--- src/rtl/serial_word_rx.sv ---
// ============================================================================
// Module   : serial_word_rx
// Purpose  : Serial-to-parallel frame receiver. Samples a framed stream
//            (start, WIDTH data bits LSB first, optional even parity, stop)
//            on sample-enabled edges and presents the last good word on Q,
//            with 1-cycle valid / frame_err (/ par_err) strobes.
// Config   : define PARITY_EN to add an even-parity bit to the frame and the
//            par_err output port.
// Revision : 1.0 - initial release
// ============================================================================
`default_nettype none

module serial_word_rx #(
  parameter int WIDTH = 4
) (
  input  logic             clk,
  input  logic             r,
  input  logic             sen,
  input  logic             sin,
  output logic [WIDTH-1:0] Q,
  output logic             valid,
  output logic             frame_err,
  output logic             busy
`ifdef PARITY_EN
  ,
  output logic             par_err
`endif
);

  localparam int             CW       = (WIDTH > 1) ? $clog2(WIDTH) : 1;
  localparam logic [CW-1:0]  LAST_BIT = CW'(WIDTH - 1);

  typedef enum logic [2:0] {
    S_IDLE  = 3'd0,
    S_DATA  = 3'd1,
    S_PAR   = 3'd2,
    S_STOP  = 3'd3,
    S_BREAK = 3'd4
  } state_t;

  state_t           state_q, state_d;
  logic [CW-1:0]    cnt_q, cnt_d;
  logic [WIDTH-1:0] shift_q, shift_d;
  logic [WIDTH-1:0] q_q, q_d;
  logic             valid_q, valid_d;
  logic             frame_err_q, frame_err_d;
  logic             busy_q, busy_d;
  logic             w_par_bad;

`ifdef PARITY_EN
  logic             par_q, par_d;
  logic             par_err_q, par_err_d;

  // Even parity: data bits plus parity bit must XOR to zero.
  assign w_par_bad = ^{shift_q, par_q};
`else
  assign w_par_bad = 1'b0;
`endif

  // Next-state, datapath and strobe computation; everything holds when sen=0.
  always_comb begin
    state_d     = state_q;
    cnt_d       = cnt_q;
    shift_d     = shift_q;
    q_d         = q_q;
    valid_d     = 1'b0;
    frame_err_d = 1'b0;
`ifdef PARITY_EN
    par_d       = par_q;
    par_err_d   = 1'b0;
`endif
    if (sen) begin
      case (state_q)
        S_IDLE: begin
          if (!sin) begin
            state_d = S_DATA;
            cnt_d   = '0;
          end
        end
        S_DATA: begin
          // LSB arrives first, so shifting in at the MSB leaves it at bit 0.
          shift_d = {sin, shift_q[WIDTH-1:1]};
          cnt_d   = cnt_q + CW'(1);
          if (cnt_q == LAST_BIT) begin
            cnt_d = '0;
`ifdef PARITY_EN
            state_d = S_PAR;
`else
            state_d = S_STOP;
`endif
          end
        end
`ifdef PARITY_EN
        S_PAR: begin
          par_d   = sin;
          state_d = S_STOP;
        end
`endif
        S_STOP: begin
          if (sin) begin
            state_d = S_IDLE;
            if (w_par_bad) begin
`ifdef PARITY_EN
              par_err_d = 1'b1;
`endif
            end else begin
              q_d     = shift_q;
              valid_d = 1'b1;
            end
          end else begin
            frame_err_d = 1'b1;
            state_d     = S_BREAK;
          end
        end
        S_BREAK: begin
          // A low line here is the tail of the break, never a start bit.
          if (sin) state_d = S_IDLE;
        end
        default: state_d = S_IDLE;
      endcase
    end
    busy_d = (state_d != S_IDLE);
  end

  // State and output registers; reset discards any partial frame.
  always_ff @(posedge clk or posedge r) begin
    if (r) begin
      state_q     <= S_IDLE;
      cnt_q       <= '0;
      shift_q     <= '0;
      q_q         <= '0;
      valid_q     <= 1'b0;
      frame_err_q <= 1'b0;
      busy_q      <= 1'b0;
`ifdef PARITY_EN
      par_q       <= 1'b0;
      par_err_q   <= 1'b0;
`endif
    end else begin
      state_q     <= state_d;
      cnt_q       <= cnt_d;
      shift_q     <= shift_d;
      q_q         <= q_d;
      valid_q     <= valid_d;
      frame_err_q <= frame_err_d;
      busy_q      <= busy_d;
`ifdef PARITY_EN
      par_q       <= par_d;
      par_err_q   <= par_err_d;
`endif
    end
  end

  assign Q         = q_q;
  assign valid     = valid_q;
  assign frame_err = frame_err_q;
  assign busy      = busy_q;
`ifdef PARITY_EN
  assign par_err   = par_err_q;
`endif

endmodule

`default_nettype wire

--- config.mk ---
export PLATFORM = sky130hd
export DESIGN_NAME = serial_word_rx
export DESIGN_NICKNAME = d
export VERILOG_FILES = /design/src/rtl/serial_word_rx.sv
export SDC_FILE = /design/constraint.sdc
export NUM_CORES = 1
export LEC_CHECK = 0
export ABC_AREA = 1
export ABC_CLOCK_PERIOD_IN_PS = 1000
export CAP_MARGIN = 20
export CORE_MARGIN = 3
export CORE_UTILIZATION = 35
export DETAILED_ROUTE_END_ITERATION = 10
export GPL_TIMING_DRIVEN = 0
export SLEW_MARGIN = 20
export SYNTH_ARGS = -nofsm -noshare
export SYNTH_HDL_FRONTEND = slang
export SYNTH_SLANG_ARGS = --single-unit
--- constraint.sdc ---
create_clock -name clk -period 1 [get_ports clk]
set_input_delay 0.15 -clock clk [delete_from_list [all_inputs] [get_ports clk]]
set_output_delay 0.15 -clock clk [all_outputs]
set_load 0.05 [all_outputs]
==> run summary <==
Final period demand of the worst path: 1.09 ns
Initial antenna violation count: 0
Initial DRC count: 2
Initial Util: 39.1%
Req. time, crit path: 1.19 ns
Fmax: 0.918 GHz
Remaining DRCs: 0
Failing checks: setup timing
Gr ovfl total: 0
FF-to-FF setup slack: -0.09 ns
Avg Cell Area, Syn: 9.89 um^2
Leak Pwr: 0.562 nW
H-tree Lvls: 1
Vias in the first global route: 521
Share of cells above drive strength 1: 51.0%
Worst r2r src: state_q[2]$_DFF_PP0_
Final Cycle Share: 109%
Largest net degree at the start of global routing: 17
Hold Crit Class: input pin to asynchronous set/reset pin
Avg WL per Cell: 11.5 um
First-pass GRT wire length: 2.23 mm
Worst Slack Setup Final: -0.0888 ns
Crit Path Class: flip-flop to flip-flop
Die area: 2610 um^2
I/O Pins: 11
Slew @ Worst Pin: 0.604 ns
Port bufs: 10
Area leader, netlist: dfrtp_1
WL final: 1.44 mm
Pwr dens: 2560 nW/um^2
Chip height: 51.1 um
Die Wd: 51.1 um
Worst-Skew Late Latency: 0.29 ns
Overall Global Routing Usage: 11.6%
Ys Warns: 0
Setup TNS: -0.735 ns
Root Buffer: clkbuf_4
Synth top area share: 56.2%
Area of the mapped netlist: 712 um^2
Antenna Nets Post-Route: 0
Mapped Nets: 77
CP Launch Type: flip-flop
Synth area leaders: dfrtp_1, nand2_1, nand2_2, o21ai_2, nand3_2
Final net count: 106
Crit-path max FO: 5
Fill count: 162
Clock sink total: 16
Max-Cap Viols: 0
Max Slew Vio Count: 0
Site Rows: 15
CTS Buf Count: 3
Setup violators final: 12
Via density: 4.52
R2r endpoint: cnt_q[0]$_DFFE_PP0P_
GP Congestion: 0.743
Core area: 1820 um^2
Tot Pwr: 2.72 mW
TritonRoute pass-1 iters: 3
RSZ-0062 raised after global routing: true
Sequential area share after synthesis: 56.2%
Yosys cell types: 18
CTS clk-pin slew, worst paths: 0.09 ns
Slew HR: 59.7%
Clk_skew: 0.00292 ns
HPWL Detailed: 863 um
N_diodes: 0
VDD IR-drop max: 1.21 mV
Yosys reg bits: 16
CTS Buffer Depth: 2
Area growth from synthesis to layout: 49.4%
Mapped Cells: 72
CTS Hold Buffers Added: 0
Outcome: finished with violations
CTS tree: yes
Critical Path Sink Type: flip-flop
Cells on worst reg2reg path: 5
Worst EP arrival: 1.28 ns
Via count: 565
Final hold violations: 0
worst max-delay path, cell delays in order, from the launching register on:
cell       delay (ns)
dfrtp_1          0.42
nor2_4           0.20
nand2_4          0.11
clkbuf_16        0.17
nand3_2          0.05
nand2_1          0.04
cell type report:
type / instances / area, um^2 / share of cell area [%]
well taps: 25 / 31.3 / 2.94
plain buffers: 1 / 15.0 / 1.41
multi-input cells: 45 / 303 / 28.5
clock buffers: 4 / 36.3 / 3.41
inverters: 10 / 38.8 / 3.65
flip-flops and latches: 16 / 402 / 37.8
repair buffers: 24 / 238 / 22.4
state kept, by name, indices dropped and copies added, names as in the netlist:
name,flops
Q,4
shift_q,4
frame_err,1
cnt_q,2
busy,1
state_q,3
valid,1
synth_stat cells:
cell type  number
inv_1           7
buf_6           1
o21ai_2         4
nand3_1         3
nand2_1        17
nor3_1          1
nand3_2         3
inv_2           2
ha_1            1
nor2_1          3
nand4_2         1
clkinv_2        1
nand2_2         6
nor2_2          1
nor2_4          1
dfrtp_1        16
o21ai_1         3
nand4_1         1
placed cells by master (no fill, tap or decap), types with 4 or more instances in the layout:
cell type,n
inv_1,6
o21ai_2,4
dfrtp_1,15
buf_6,8
buf_4,12
nand2_1,17
per-layer routing:
layer  wire length [um]  share of wire [%]  track usage, %
met5                  0                  0               0
met4                 61                4.2            5.38
met2                726                 51            19.5
met3                 42                2.9            2.62
met1                605                 42            13.9
worst max-delay path by stage:
stage | startpoint | to | slack (ns) | cells past startpoint
after detailed placement | sen | Q[3]$_DFFE_PP0P_ | -0.44 | 6
after global routing | state_q[0]$_DFF_PP0_ | busy$_DFF_PP0_ | -0.15 | 7
after CTS | state_q[2]$_DFF_PP0_ | shift_q[0]$_DFFE_PP0P_ | -0.09 | 5
final | state_q[2]$_DFF_PP0_ | cnt_q[0]$_DFFE_PP0P_ | -0.09 | 5
after floorplan | state_q[1]$_DFF_PP0_ | shift_q[0]$_DFFE_PP0P_ | -0.004 | 5
after global placement | sen | Q[2]$_DFFE_PP0P_ | -0.42 | 6
cells by family after synthesis:
group,after synthesis,synth area share [%]
DFF,16,56.2
AOI/OAI and AO/OA,7,7.03
buffers and inverters,11,7.03
adders and majority gates,1,1.76
and+or+nand+nor,37,27.9
where the power goes:
| part | total (mW) | leakage [nW] | switching, mW | internal [mW] |
|---|---|---|---|---|
| sequential | 0.994 | 0.207 | 0.150 | 0.844 |
| clock | 0.428 | 0.0210 | 0.206 | 0.222 |
| combinational | 1.30 | 0.334 | 0.700 | 0.597 |
| total | 2.72 | 0.562 | 1.06 | 1.66 |
per-stage QoR:
step | cell area (um^2) | util [%] | hold WS, ns | setup WS, ns | instances
after floorplan | 712 | - | 0.0637 | -0.00362 | 72
after global placement | 843 | 46.3 | 0.464 | -0.415 | 107
after detailed placement | 843 | 46.3 | 0.464 | -0.438 | 107
after CTS | 947 | 52.0 | 0.253 | -0.0888 | 118
after global routing | 1060 | 58.4 | 0.228 | -0.152 | 125
final | 1060 | 58.4 | 0.222 | -0.0888 | 125
timing repair:
item,4_1_cts,5_1_grt
endpoints found under the setup margin,19,22
endpoints found under the hold margin,0,0
buffers inserted,7,6
pin swaps,4,6
gates resized for setup,50,13
cloned,0,1
Power figures use the tool's default switching activity.
